===== config.mk =====
export PLATFORM = sky130hd
export DESIGN_NAME = ter_poly_op_seq
export DESIGN_NICKNAME = d
export VERILOG_FILES = /design/src/rtl/ter_poly_op_seq.sv
export SDC_FILE = /design/constraint.sdc
export NUM_CORES = 1
export LEC_CHECK = 0
export ABC_CLOCK_PERIOD_IN_PS = 1800
export CORE_MARGIN = 2
export CORE_UTILIZATION = 35
export DETAILED_ROUTE_END_ITERATION = 10
export PLACE_DENSITY_LB_ADDON = 0.15
export SYNTH_ARGS = -nofsm -noshare
export SYNTH_HDL_FRONTEND = slang
export SYNTH_SLANG_ARGS = --single-unit

===== constraint.sdc =====
create_clock -name clk -period 1.8 [get_ports clk]
set_clock_uncertainty 0.15 [all_clocks]
set_input_delay 0.27 -clock clk [delete_from_list [all_inputs] [get_ports clk]]
set_output_delay 0.27 -clock clk [all_outputs]
set_load 0.005 [all_outputs]

===== src/rtl/ter_poly_op_seq.sv =====
// Coefficient-wise ternary polynomial operation sequencer (add / sub / pointwise mul).
// Streams a and b from the read ports, writes the result, and reports weight and encoding errors.
module ter_poly_op_seq #(
  parameter int unsigned N  = 701,
  parameter int unsigned AW = 10
) (
  input  logic          clk,
  input  logic          rst,
  input  logic          start,
  input  logic [1:0]    op,
  input  logic          abort,
  output logic          rd_en,
  output logic [AW-1:0] rd_addr,
  input  logic [1:0]    a_rdata,
  input  logic [1:0]    b_rdata,
  output logic          r_we,
  output logic [AW-1:0] r_addr,
  output logic [1:0]    r_wdata,
  output logic          busy,
  output logic          done,
  output logic          err,
  output logic [AW-1:0] wt
);

  localparam logic [1:0]    OpAdd    = 2'b00;
  localparam logic [1:0]    OpSub    = 2'b01;
  localparam logic [1:0]    OpMul    = 2'b10;
  localparam logic [1:0]    OpRsv    = 2'b11;
  localparam logic [AW-1:0] LastAddr = AW'(N - 1);

  typedef enum logic [1:0] {StIdle, StRun, StDrain, StFin} state_e;

  state_e     state_q;
  logic [1:0] op_q;

  // Ternary cells on {sign, nonzero} codes; the invalid code 10 is mapped to zero.
  function automatic logic [1:0] tern_clean(input logic [1:0] x);
    return {x[1] & x[0], x[0]};
  endfunction

  function automatic logic [1:0] tern_neg(input logic [1:0] x);
    return {x[0] & ~x[1], x[0]};
  endfunction

  function automatic logic [1:0] tern_mul(input logic [1:0] x, input logic [1:0] y);
    logic nz;
    nz = x[0] & y[0];
    return {nz & (x[1] ^ y[1]), nz};
  endfunction

  // Mod-3 sum: equal nonzero signs wrap to the opposite sign, opposite signs cancel.
  function automatic logic [1:0] tern_add(input logic [1:0] x, input logic [1:0] y);
    logic [1:0] s;
    if (!x[0]) begin
      s = y;
    end else if (!y[0]) begin
      s = x;
    end else if (x[1] == y[1]) begin
      s = tern_neg(x);
    end else begin
      s = 2'b00;
    end
    return s;
  endfunction

  logic [1:0]    a_c;
  logic [1:0]    b_c;
  logic [1:0]    res;
  logic          in_bad;
  logic          kill;
  logic [AW-1:0] wt_inc;

  always_comb begin
    a_c    = tern_clean(a_rdata);
    b_c    = tern_clean(b_rdata);
    in_bad = (a_rdata == 2'b10) | (b_rdata == 2'b10);
    res    = 2'b00;
    case (op_q)
      OpAdd:   res = tern_add(a_c, b_c);
      OpSub:   res = tern_add(a_c, tern_neg(b_c));
      OpMul:   res = tern_mul(a_c, b_c);
      default: res = 2'b00;
    endcase
    kill   = abort & ((state_q == StRun) | (state_q == StDrain));
    wt_inc = {{(AW-1){1'b0}}, r_wdata[0]};
  end

  always_ff @(posedge clk or posedge rst) begin
    if (rst) begin
      state_q <= StIdle;
      op_q    <= OpAdd;
      rd_en   <= 1'b0;
      rd_addr <= '0;
      r_we    <= 1'b0;
      r_addr  <= '0;
      r_wdata <= 2'b00;
      busy    <= 1'b0;
      done    <= 1'b0;
      err     <= 1'b0;
      wt      <= '0;
    end else begin
      done <= 1'b0;

      // Write pipeline runs one cycle behind the reads regardless of state.
      r_we <= rd_en & ~kill;
      if (rd_en && !kill) begin
        r_addr  <= rd_addr;
        r_wdata <= res;
        if (in_bad) begin
          err <= 1'b1;
        end
      end
      if (r_we) begin
        wt <= wt + wt_inc;
      end

      case (state_q)
        StIdle, StFin: begin
          state_q <= StIdle;
          if (start) begin
            if (op != OpRsv) begin
              op_q    <= op;
              err     <= 1'b0;
              wt      <= '0;
              busy    <= 1'b1;
              rd_en   <= 1'b1;
              rd_addr <= '0;
              state_q <= StRun;
            end else begin
              done <= 1'b1;
              err  <= 1'b1;
            end
          end
        end
        StRun: begin
          if (abort) begin
            rd_en   <= 1'b0;
            busy    <= 1'b0;
            state_q <= StIdle;
          end else if (rd_addr == LastAddr) begin
            rd_en   <= 1'b0;
            state_q <= StDrain;
          end else begin
            rd_addr <= rd_addr + AW'(1);
          end
        end
        StDrain: begin
          busy <= 1'b0;
          if (abort) begin
            state_q <= StIdle;
          end else begin
            done    <= 1'b1;
            state_q <= StFin;
          end
        end
        default: state_q <= StIdle;
      endcase
    end
  end

endmodule

Word level (Yosys, flattened, before mapping)
Index checks and enable logic that the tools add are counted.
{"block": "classes", "n_addsub": 2, "n_eq_ne": 17, "mux": 37, "n_bitwise": 14, "reduce_logical": 10}
{"operator": "$mux W10", "count": 8}
{"operator": "$pmux W10 S2", "count": 1}
{"operator": "$mux W2", "count": 9}
{"operator": "$mux W1", "count": 14}
{"operator": "$ne A2 B2 Y1 const B", "count": 6}
{"operator": "$pmux W2 S3", "count": 2}
{"operator": "$add A10 B1 Y10", "count": 1}
{"operator": "$add A10 B1 Y10 const B", "count": 1}
{"operator": "$eq A10 B10 Y1 const B", "count": 1}
{"operator": "$eq A2 B2 Y1 const B", "count": 5}
{"operator": "$and A1 B1 Y1", "count": 8}
{"operator": "$reduce_and A3 Y1", "count": 2}
{"operator": "$reduce_and A5 Y1", "count": 1}
{"operator": "$eq A2 B1 Y1 const B", "count": 2}
{"operator": "$logic_not A2 Y1", "count": 2}
{"operator": "$pmux W1 S2", "count": 2}
{"operator": "$reduce_and A4 Y1", "count": 1}
{"operator": "$ne A3 B2 Y1 const B", "count": 1}
{"operator": "$not A1 Y1", "count": 3}
{"operator": "$pmux W1 S3", "count": 1}
{"operator": "$eq A1 B1 Y1", "count": 2}
{"operator": "$or A1 B1 Y1", "count": 2}
{"operator": "$reduce_bool A2 Y1", "count": 1}
{"operator": "$reduce_or A2 Y1", "count": 1}
{"operator": "other kinds (3)", "count": 3}
{"block": "totals", "ff_bits": 41, "in_bits": 10, "out_inout_bits": 37, "word_cells": 91}

Logic depth before layout (Yosys ltp)
{"block": "depth", "depth_word": 8, "mapped_depth": 8, "depth_no_buf": 7}

Worst setup path before layout
OpenSTA, ideal clock, no wires.
{"block": "synth_path", "path_kind": "reg2reg", "startpoint": "register state_q[1]", "endpoint": "register rd_addr[9]", "setup_time_ns": 0.074, "arrival_time_ns": 1.726, "t_required_ns": 1.576, "setup_slack_ns": -0.150, "stages_incl_launch_ff": 7, "n_path_buf": 0, "cell_sequence": "dfrtp_1 ha_1 nand2_1 o21ai_2 nand4_4 or3_2 a21oi_2"}
{"block": "synth_via", "elab_chain_len": 4, "elab_cells_between_ends": 11, "cone_classes": "eq/ne (6); mux (1); reduce/logical (4)"}
{"item": "start: declaration", "line": "33", "source": "state_e state_q;"}
{"item": "start signal: assignment", "line": "90", "source": "state_q <= StIdle;"}
{"item": "start signal: assignment", "line": "119", "source": "state_q <= StIdle;"}
{"item": "start signal: assignment", "line": "128", "source": "state_q <= StRun;"}
{"item": "$eq A2 B2 Y1 / $logic_not A2 Y1 (equally long branches)", "line": "117", "source": "case (state_q)"}
{"item": "$reduce_or A2 Y1", "line": "117"}
{"item": "$ne A2 B2 Y1 (no source line) / $reduce_bool A2 Y1 (equally long branches)"}
{"item": "$reduce_and A5 Y1 (no source line)"}
{"item": "end signal: assignment", "line": "144", "source": "rd_addr <= rd_addr + AW'(1);"}
{"item": "end: declaration", "line": "13", "source": "output logic [AW-1:0] rd_addr,"}
Several ways; a longest one is shown, not always the timed one.
A chain may end at the register's enable or synchronous reset.

Worst setup path in the final report
{"block": "layout_path", "startpoint": "register rd_addr[0]", "endpoint": "register rd_addr[5]"}
{"block": "layout_via", "elab_chain_len": 4, "elab_cells_between_ends": 7, "cone_classes": "add/sub (1); eq/ne (2); mux (3); reduce/logical (1)"}
{"item": "$add A10 B1 Y10", "line": "144"}
{"item": "$mux W10", "line": "140", "source": "end else if (rd_addr == LastAddr) begin"}
{"item": "$mux W10", "line": "136", "source": "if (abort) begin"}
{"item": "$pmux W10 S2", "line": "117"}
Several ways; a longest one is shown, not always the timed one. The select of a mux whose other input is x is not followed.

==> run metrics <==
outcome=complete, but fails checks; violated checks=negative setup slack; root buf cell=clkbuf_8; Overall Global Routing Usage=0.176; Initial Utilization=0.368; Nets=324; clock-pin slew on the worst setup and hold paths=0.08 ns; Residual DRC=0; Core Region=5570 µm²; io pins=47; Max Buffers Root-to-Sink=2; fmax=0.542 GHz; flops & latches, synth=41; H-tree depth=2; CTS tree=built; PD cells=1160 nW/µm²; period utilisation layout=1.03; Sink Count=41; diode count=0; Die W=around 81 µm; Mapped Nets=235; CP max-delay cell=or4_4; Syn Inst Count=between 200 and 250; utilization of the core after routing=0.570; slowest cell delay on critical path=0.45 ns; CP Launch Type=flip-flop; crit path time final=between 1.5 and 2 ns; largest fanout on the critical path=4; CP Capture Type=flip-flop; vias in the first global route=1827; share of post-route cells with drive strength above 1=0.249; crit-path cells=inv_2, ha_4, nand2b_4, or4_4, nand4_4, buf_6, xor2_1, nor2_1; syn_area_per_cell=9.38 µm²; clock latency on the worst-skew pair=0.29 ns; Least-Margin Pin Slew=0.307 ns; die area=6490 µm²; Final Hold Fails=0; peak supply drop=between 0.7 and 0.8 mV; Post-synth top flop=dfrtp_1; max-cap violations=0; fillcell total=496; max-slew violation count=0; drt via density=4.82; Final Worst Setup Slack=-0.0453 ns; LEAKAGE=1.49 nW; Syn Std Cell Area=2050 µm²; hold_ws=0.0751 ns; DRT iter0 DRCs=119; global placer's final weighted congestion=0.805; Inserted Clock Buffers=5; critical path's top delay family=simple AND/OR/NAND/NOR gates; DP HPWL=roughly 3.8 mm; Setup TNS=-0.0855 ns; number of port buffers=46; Seq/Total Area, Yosys=0.500; Rows=27; fin cells=381; synth unique cells=42; first-pass GRT wire length=8.80 mm; DRT antenna net count=0; hold_buf cts=0; Placed Cells=~370; FFs w/ async S/R, synth=1.00; grt ovf=0; Min-Delay Path Class=input pin to asynchronous set/reset pin; largest net degree at the start of global routing=37; Routed WL per cell=approximately 14 µm; initial antenna violation count=0; yosys warns=0; aggregate routed wire length=5.34 mm; via count=1836; RSZ-0062 raised after global routing=yes; router iterations before antenna repair=4; worst path bufs/invs=2; Req. time, crit path=1.83 ns; Die Y=80.6 µm; Power Total=3.70 mW; final setup fails=3; critical path class=flip-flop to flip-flop; max_slew headroom=0.795; area grow syn2layout=54.8%; Post-synth EDFFs=0; Worst Path Arrival=about 1.9 ns
## logic make-up after synthesis
group	share of synthesized area
AO/OA/AOI/OAI	0.101
XOR/XNOR	0.0597
adder cells (fa/ha/maj)	0.0366
buffers and inverters	0.0292
flip-flops	0.500
multiplexers	0.0146
AND/OR/NAND/NOR	0.259
## path summary, 6_finish.rpt
path / from / end / slack (ns) / depth (start not counted)
hold reg to reg: r_addr[4] / r_addr[4] / 0.33 / 2
max in group asynchronous: rst / r_addr[0] / 0.95 / 3
setup / recovery: rd_addr[0] / rd_addr[5] / -0.05 / 8
setup reg to reg: rd_addr[0] / rd_addr[5] / -0.05 / 8
min in group clk: r_addr[4] / r_addr[4] / 0.33 / 2
hold / removal: rst / r_addr[8] / 0.08 / 2
## layer usage
layer	track usage	vias to the layer above	part of all wire
li1	-	930	-
met3	0.0382	5	0.048
met5	0	-	0
met1	0.228	854	0.45
met2	0.300	47	0.49
met4	0.0441	0	0.0071
## cell usage in the layout (no fill, tap or decap), types with 2 or more instances in the layout
master | synthesis | layout
dlymetal6s2s_1 | 0 | 2
clkdlybuf4s50_1 | 0 | 43
xor2_1 | 8 | 8
o21ai_0 | 9 | 8
nand2_1 | 45 | 43
nor4_2 | 0 | 2
xnor2_1 | 6 | 6
a31oi_1 | 2 | 2
nand2b_4 | 0 | 2
nor4_4 | 1 | 3
ha_4 | 0 | 2
clkbuf_8 | 0 | 6
dfrtp_1 | 41 | 41
ha_1 | 6 | 4
or3_1 | 2 | 2
buf_6 | 0 | 4
inv_2 | 0 | 4
inv_1 | 12 | 8
nor3_1 | 4 | 3
and2_1 | 3 | 2
nor2_1 | 22 | 21
buf_4 | 0 | 35
mux2i_1 | 3 | 3
nor3_2 | 1 | 2
nand4_1 | 6 | 6
a21oi_1 | 7 | 6
nand3_1 | 5 | 5
and3_1 | 3 | 3
a21oi_2 | 1 | 2
o21ai_1 | 2 | 2
## registers in the layout, indices dropped and copies added, names as in the netlist
signal and count:
rd_en 1, r_wdata 2, wt 10, r_we 1
done 1, r_addr 10, op_q 2, busy 1
err 1, rd_addr 10, state_q 2
## cell usage after synthesis (all sizes together) (2+ instances only)
master	count	area share
nand2	45	0.082
dfrtp	41	0.50
nor2	23	0.043
inv	12	0.022
o21ai	12	0.031
a21oi	8	0.021
nand4	8	0.035
xor2	8	0.034
ha	6	0.037
xnor2	6	0.026
nand3	5	0.012
nor3	5	0.015
nor4	5	0.023
clkbuf	4	0.0073
and2	3	0.0091
and3	3	0.0091
mux2i	3	0.015
nand2b	3	0.0091
or3	3	0.0098
a211oi	2	0.0073
a31oi	2	0.0061
or4	2	0.0091
## timing repair
action / CTS / global route
pin swaps: 2 / 4
buffers inserted: 4 / 3
setup endpoints to repair: 9 / 21
resized for setup: 17 / 14
## area by class of cell
class	count	area (µm²)	area share
clock inverters	1	30.0	0.00945
well taps	72	90.1	0.0283
repair buffers	86	792	0.249
multi-input cells	162	1110	0.349
clock buffers	7	86.3	0.0272
flip-flops and latches	41	1030	0.323
inverters	12	45.0	0.0142
## power breakdown
part	total [mW]	switching, mW	internal (mW)
clock	0.759	0.306	0.452
sequential	1.26	0.169	1.09
combinational	1.68	0.808	0.870
## through the flow
step           setup slack, ns  cell area, µm²
3_5_place_dp            -0.184            2880
6_report               -0.0453            3180
4_1_cts                -0.0376            3100
3_3_place_gp            -0.126            2880
2_1_floorplan         0.000346            2080
5_1_grt                -0.0912            3180
(Power assumes the default switching activity.)
